[src/rtl/fifo_stream_reader.sv]
// fifo_stream_reader
//
// Pulls words from a show-ahead FIFO read port and presents them as a
// valid/ready output stream. A two-entry in-order buffer decouples the FIFO
// pop from the consumer's ready. As a result, rpull never depends on m_ready,
// and the stream can still move one word per cycle.
//
// Optional feature: define FIFO_STREAM_READER_CNT_EN to add the word_cnt
// output. word_cnt counts delivered words, wraps at 2^CNT_WIDTH, and is
// cleared by reset and by flush.
//
// Parameters
//   DATA_WIDTH  width of FIFO words and output data
//   CNT_WIDTH   width of the delivered-word counter
//
// Ports
//   clk       single clock, rising-edge
//   rst       asynchronous active-high reset
//   rempty    FIFO read-side empty flag
//   rpull     FIFO pop request; head consumed at the edge where rpull=1
//   rdata     FIFO head word (show-ahead, valid while rempty=0)
//   en        fetch enable
//   flush     discard request, sampled every cycle
//   m_valid   output stream valid
//   m_ready   output stream ready
//   m_data    output stream data
//   busy      FSM not idle or buffer holds words
//   word_cnt  delivered-word count (only with FIFO_STREAM_READER_CNT_EN)

module fifo_stream_reader #(
  parameter int unsigned DATA_WIDTH = 32,
  parameter int unsigned CNT_WIDTH  = 16
) (
  input  logic                  clk,
  input  logic                  rst,
  input  logic                  rempty,
  output logic                  rpull,
  input  logic [DATA_WIDTH-1:0] rdata,
  input  logic                  en,
  input  logic                  flush,
  output logic                  m_valid,
  input  logic                  m_ready,
  output logic [DATA_WIDTH-1:0] m_data,
  output logic                  busy
`ifdef FIFO_STREAM_READER_CNT_EN
  ,
  output logic [CNT_WIDTH-1:0]  word_cnt
`endif
);

  // --------------------------------------------------------------------------
  // State encoding
  // --------------------------------------------------------------------------
  localparam logic [1:0] IDLE  = 2'd0;
  localparam logic [1:0] RUN   = 2'd1;
  localparam logic [1:0] FLUSH = 2'd2;

  logic [1:0]            state_q, state_d;
  logic [1:0]            occ_q, occ_d;
  logic [DATA_WIDTH-1:0] head_q, head_d;
  logic [DATA_WIDTH-1:0] tail_q, tail_d;

  logic push;
  logic pop;

  // --------------------------------------------------------------------------
  // FSM next state. Flush takes priority over everything else. FLUSH keeps
  // draining the FIFO until it reports empty with flush released.
  // --------------------------------------------------------------------------
  always_comb begin
    state_d = state_q;
    if (flush) begin
      state_d = FLUSH;
    end else begin
      case (state_q)
        IDLE: begin
          if (en) state_d = RUN;
        end
        RUN: begin
          if (!en) state_d = IDLE;
        end
        FLUSH: begin
          if (rempty) state_d = IDLE;
        end
        default: state_d = IDLE;
      endcase
    end
  end

  // --------------------------------------------------------------------------
  // FIFO side. In RUN, pull only while the buffer has room. In FLUSH, pull
  // unconditionally so that the pulled words are thrown away.
  // --------------------------------------------------------------------------
  assign rpull = ((state_q == RUN) && !rempty && (occ_q < 2'd2)) ||
                 ((state_q == FLUSH) && !rempty);

  // Only words pulled in RUN enter the buffer.
  assign push = (state_q == RUN) && rpull;

  // --------------------------------------------------------------------------
  // Stream side
  // --------------------------------------------------------------------------
  assign m_valid = (occ_q != 2'd0) && (state_q != FLUSH);
  assign m_data  = head_q;
  assign pop     = m_valid && m_ready;
  assign busy    = (state_q != IDLE) || (occ_q != 2'd0);

  // --------------------------------------------------------------------------
  // Buffer update. head_q is always the oldest word and tail_q is the
  // second-oldest. A flush empties the buffer at the edge where it is
  // sampled. Any push or transfer at that same edge is discarded.
  // --------------------------------------------------------------------------
  always_comb begin
    occ_d  = occ_q;
    head_d = head_q;
    tail_d = tail_q;
    if (flush) begin
      occ_d = 2'd0;
    end else begin
      unique case ({push, pop})
        2'b10: begin
          if (occ_q == 2'd0) begin
            head_d = rdata;
          end else begin
            tail_d = rdata;
          end
          occ_d = occ_q + 2'd1;
        end
        2'b01: begin
          if (occ_q == 2'd2) begin
            head_d = tail_q;
          end
          occ_d = occ_q - 2'd1;
        end
        2'b11: begin
          // Occupancy is unchanged. The new word goes behind whatever remains.
          if (occ_q == 2'd1) begin
            head_d = rdata;
          end else begin
            head_d = tail_q;
            tail_d = rdata;
          end
        end
        default: begin
        end
      endcase
    end
  end

  // --------------------------------------------------------------------------
  // State registers
  // --------------------------------------------------------------------------
  always_ff @(posedge clk or posedge rst) begin
    if (rst) begin
      state_q <= IDLE;
      occ_q   <= 2'd0;
      head_q  <= '0;
      tail_q  <= '0;
    end else begin
      state_q <= state_d;
      occ_q   <= occ_d;
      head_q  <= head_d;
      tail_q  <= tail_d;
    end
  end

  // --------------------------------------------------------------------------
  // Optional delivered-word counter
  // --------------------------------------------------------------------------
`ifdef FIFO_STREAM_READER_CNT_EN
  logic [CNT_WIDTH-1:0] cnt_q;

  always_ff @(posedge clk or posedge rst) begin
    if (rst) begin
      cnt_q <= '0;
    end else if (flush) begin
      cnt_q <= '0;
    end else if (pop) begin
      cnt_q <= cnt_q + CNT_WIDTH'(1);
    end
  end

  assign word_cnt = cnt_q;
`else
  // CNT_WIDTH only shapes the optional counter.
  logic unused_cnt_width;
  assign unused_cnt_width = (CNT_WIDTH == 0);
`endif

endmodule

[config.mk]
export PLATFORM = sky130hd
export DESIGN_NAME = fifo_stream_reader
export DESIGN_NICKNAME = d
export VERILOG_FILES = /design/src/rtl/fifo_stream_reader.sv
export SDC_FILE = /design/constraint.sdc
export NUM_CORES = 1
export LEC_CHECK = 0
export ABC_AREA = 1
export CAP_MARGIN = 5
export CORE_MARGIN = 2
export CORE_UTILIZATION = 25
export DETAILED_ROUTE_END_ITERATION = 6
export GPL_TIMING_DRIVEN = 0
export PLACE_DENSITY_LB_ADDON = 0.15
export SLEW_MARGIN = 20
export SYNTH_ARGS = -nofsm -noshare
export SYNTH_HDL_FRONTEND = slang
export SYNTH_SLANG_ARGS = --single-unit
[constraint.sdc]
create_clock -name clk -period 5.49 [get_ports clk]
set_input_delay 1.647 -clock clk [delete_from_list [all_inputs] [get_ports clk]]
set_output_delay 1.647 -clock clk [all_outputs]
set_load 0.05 [all_outputs]
==> impl_summary.md <==
Outcome
The flow ran to the end, and the final reports show no timing, DRC or antenna violations.

Logic synthesis
A synthesized cell averages 7.14 um^2. The net count after synthesis is between 500 and 600. In this run the cell area of the synthesized design comes to about 3500 um^2. Yosys printed 0 warnings.

The part of the Yosys area used for sequential elements is 0.491. In this run, synthesis produced a sequential element count of between 60 and 70. After technology mapping, the gate count stands at ~490.

The number of different library cells used by synthesis comes to 19.

STA
Setup repair after global routing left no endpoint under its margin. The max-slew headroom at the worst pin is 0.628. The portion of the clock cycle consumed by the worst path in the final layout is 0.927. The post-layout minimum cycle time is just over 5 ns. The final count of pins violating max slew is 0.

Clock skew on the completed layout was measured at roughly 0.011 ns. The final-report hold violation count came to 0. For this run, the top clock speed supported by timing is 0.197 GHz. On the final layout, the worst hold slack is roughly 0.47 ns.

At the pin with the least slew margin, the transition time is 0.558 ns. The count of endpoints failing setup in the final report is 0. Setup total negative slack on the finished layout was measured at 0 ns.

Route
The number of remaining DRC errors is 0. Dividing the detail-routed via count by the number of cells gives 4.30. The mean routed wirelength per cell is 13.3 um.

The number of design-rule violations left by the first detailed-router iteration is 241. The detail route stage leaves a number of antenna-violating nets equal to 0. The final wirelength is around 10000 um.

The final route contains around 3200 vias. For this run, the detailed router's first-pass iteration total came to 4.

CTS
Gates resized during post-CTS repair numbered 0. The clock passes through at most 2 buffers. The clock slew at the register clock pins of the worst setup and hold paths is ~0.06 ns. The clock reaches the later pin of the worst-skew pair after between 0.3 and 0.4 ns. The CTS tree is done.

The number of clock buffers added by TritonCTS is 9. Clock tree synthesis found a total of a little under 70 sinks. In this run the post-CTS setup repair buffer count came out at 0. CTS built an H-tree with a depth of 3.

The number of hold buffers added after cts is 0. The cell at the root of the clock tree is clkbuf_16.

Worst setup path
The endpoint of the worst register-to-register path is m_data[11]. The cell type group with the largest total delay on the critical path is buffers and inverters. Walking the worst path, the cells encountered are clkdlybuf4s50_1, nor2_1, nand2_1, nand2_1, clkdlybuf4s50_1. Setup slack on the worst reg-to-reg path comes out at between 3 and 4 ns.

Measured in cells, the most critical reg-to-reg path has a length of 10. At the worst endpoint, the arrival time is 3.44 ns. The highest-delay cell along the critical path is clkdlybuf4s50_1.

The element type at the critical path end is a primary output. The worst setup path endpoint is rpull. The critical path crosses 5 cells after its start point.

The classification of the worst setup path is in -> out. In this design, the stage delay of the slowest critical-path cell is just over 0.8 ns. The startpoint of the most critical setup path is rempty.

The startpoint identified for the worst register-to-register timing path is occ_q[1]. The required time of the critical path is around 3.8 ns. The startpoint type of the worst setup path is a primary input. Together, buffers and inverters on the worst path number 2. In this run the worst path has a maximum fanout of 10.

Global route
In the global route stage, overall resource usage came out at 0.148. The initial antenna violation count was 0. The first global-routing pass estimated between 15000 and 20000 um of wire. The pin count of the biggest net entering global routing is 38. The via count of the first global-routing pass is 3352. The residual overflow from global routing is 0.

Floorplan
The die is about 120 um tall. The number of standard-cell rows in the floorplan is between 40 and 50. The die is around 120 um wide.

The area of the die is 14800 um^2. 73 I/O pins were placed. The starting density of the core is 0.253. The core region area is 13700 um^2.

Place
The number of instances in the placed design is approximately 740. Routability-driven placement finished with a final weighted congestion of approximately 0.76. Once detailed placement completed, the half-perimeter wirelength came to 6950 um. The count of input and output buffers is 72.

Pwr
Summed over all cells, the static leakage comes to roughly 2.5 nW. The total power per unit cell area is 502 nW/um^2. After layout, the design draws a total of between 2 and 2.5 mW. The peak ir drop on the vdd network is between 0.0002 and 0.0003 V.

Min path
The path class of the tightest hold or removal check is reg -> reg. Counting instances, the worst hold path has a depth of 2.

Final layout
Leaving out fill and tap cells, the most frequent cells in the layout are nand2_1, clkdlybuf4s50_1, dfrtp_1. The library cell used most frequently in the layout, excluding fill and tap cells, is nand2_1. Compared with the post-synthesis result, the final layout area differs by 36.2%. The antenna diode instance count is 0. The count of cells in the finished layout, fillers not included, comes to approximately 750. The layout cell share with drive strength beyond 1 is 0.0854. At the end of the flow the core is filled with cells to 0.344. After the last flow step, the layout net total stands at slightly above 600.

Flow run
The number of maximum-capacitance violations is 0.
worst reg2reg max path: cells and delay by family, from the launching register on:
kind,cells,cell delay (ns)
simple gates,6,0.80
buf+inv,3,0.48
flops,1,0.38
fa+ha+maj,1,0.22
metal layers:
metal  share of wire  global-route usage  up-vias
li1                -                   -     1657
met1            0.47               0.195     1472
met2            0.46               0.242       98
met3           0.063              0.0417       13
met4           0.012              0.0345        0
met5               0                   0        -
state kept, by name, summed over array words and instances (netlist names):
name / cells
tail_q: 32
m_data: 32
state_q: 2
occ_q: 2
cell families (layout without fill, tap and decap cells):
group,count (synthesis),in the layout,synth area share
buf+inv,38,127,0.0553
flops,68,68,0.491
simple gates,374,374,0.439
compound gates,2,2,0.00397
fa+ha+maj,3,3,0.0108
worst min-delay path by stage:
stage          slack [ns]          to  startpoint
2_1_floorplan        0.44   tail_q[0]   tail_q[0]
3_3_place_gp         0.45  tail_q[29]  tail_q[29]
3_5_place_dp         0.46   tail_q[0]   tail_q[0]
4_1_cts              0.47   tail_q[8]   tail_q[8]
5_1_grt              0.49  tail_q[25]  tail_q[25]
6_report             0.47   tail_q[8]   tail_q[8]
synth_stat cells:
library cell	number	area share
buf_4	10	0.022
nand3_4	1	0.0051
nor2_4	3	0.0098
ha_1	3	0.011
nand3_2	1	0.0029
clkbuf_1	4	0.0043
inv_2	3	0.0033
inv_1	12	0.013
nand4_1	1	0.0018
nor3b_1	1	0.0022
o21ai_0	1	0.0014
o21ai_2	1	0.0025
buf_2	9	0.013
nor2_1	3	0.0033
nor2_2	2	0.0036
nor3_2	1	0.0029
nand2_1	316	0.34
dfrtp_1	68	0.49
nand3_1	45	0.065
final cells by class:
type | count | area, um^2
multi-input combinational | 379 | 1570
timing repair buffer | 73 | 741
tap | 180 | 225
clock buffer | 10 | 239
clock inverter | 6 | 46.3
inverter | 15 | 58.8
fill | 1464 | 9000
sequential | 68 | 1700
buffer | 23 | 135
through the flow:
| step | setup WS [ns] | instance area (um^2) |
|---|---|---|
| 6_report | 0.403 | 4720 |
| 3_3_place_gp | 0.365 | 4410 |
| 5_1_grt | 0.317 | 4720 |
| 2_1_floorplan | 1.53 | 3460 |
| 3_5_place_dp | 0.353 | 4430 |
| 4_1_cts | 0.360 | 4720 |
report_power, final:
group	switching (mW)	leakage [nW]	internal [mW]
Combinational	0.697	1.44	0.346
Clock	0.237	0.135	0.321
Sequential	0.0979	0.884	0.668
Note: power is estimated with default switching activity, not from simulation.
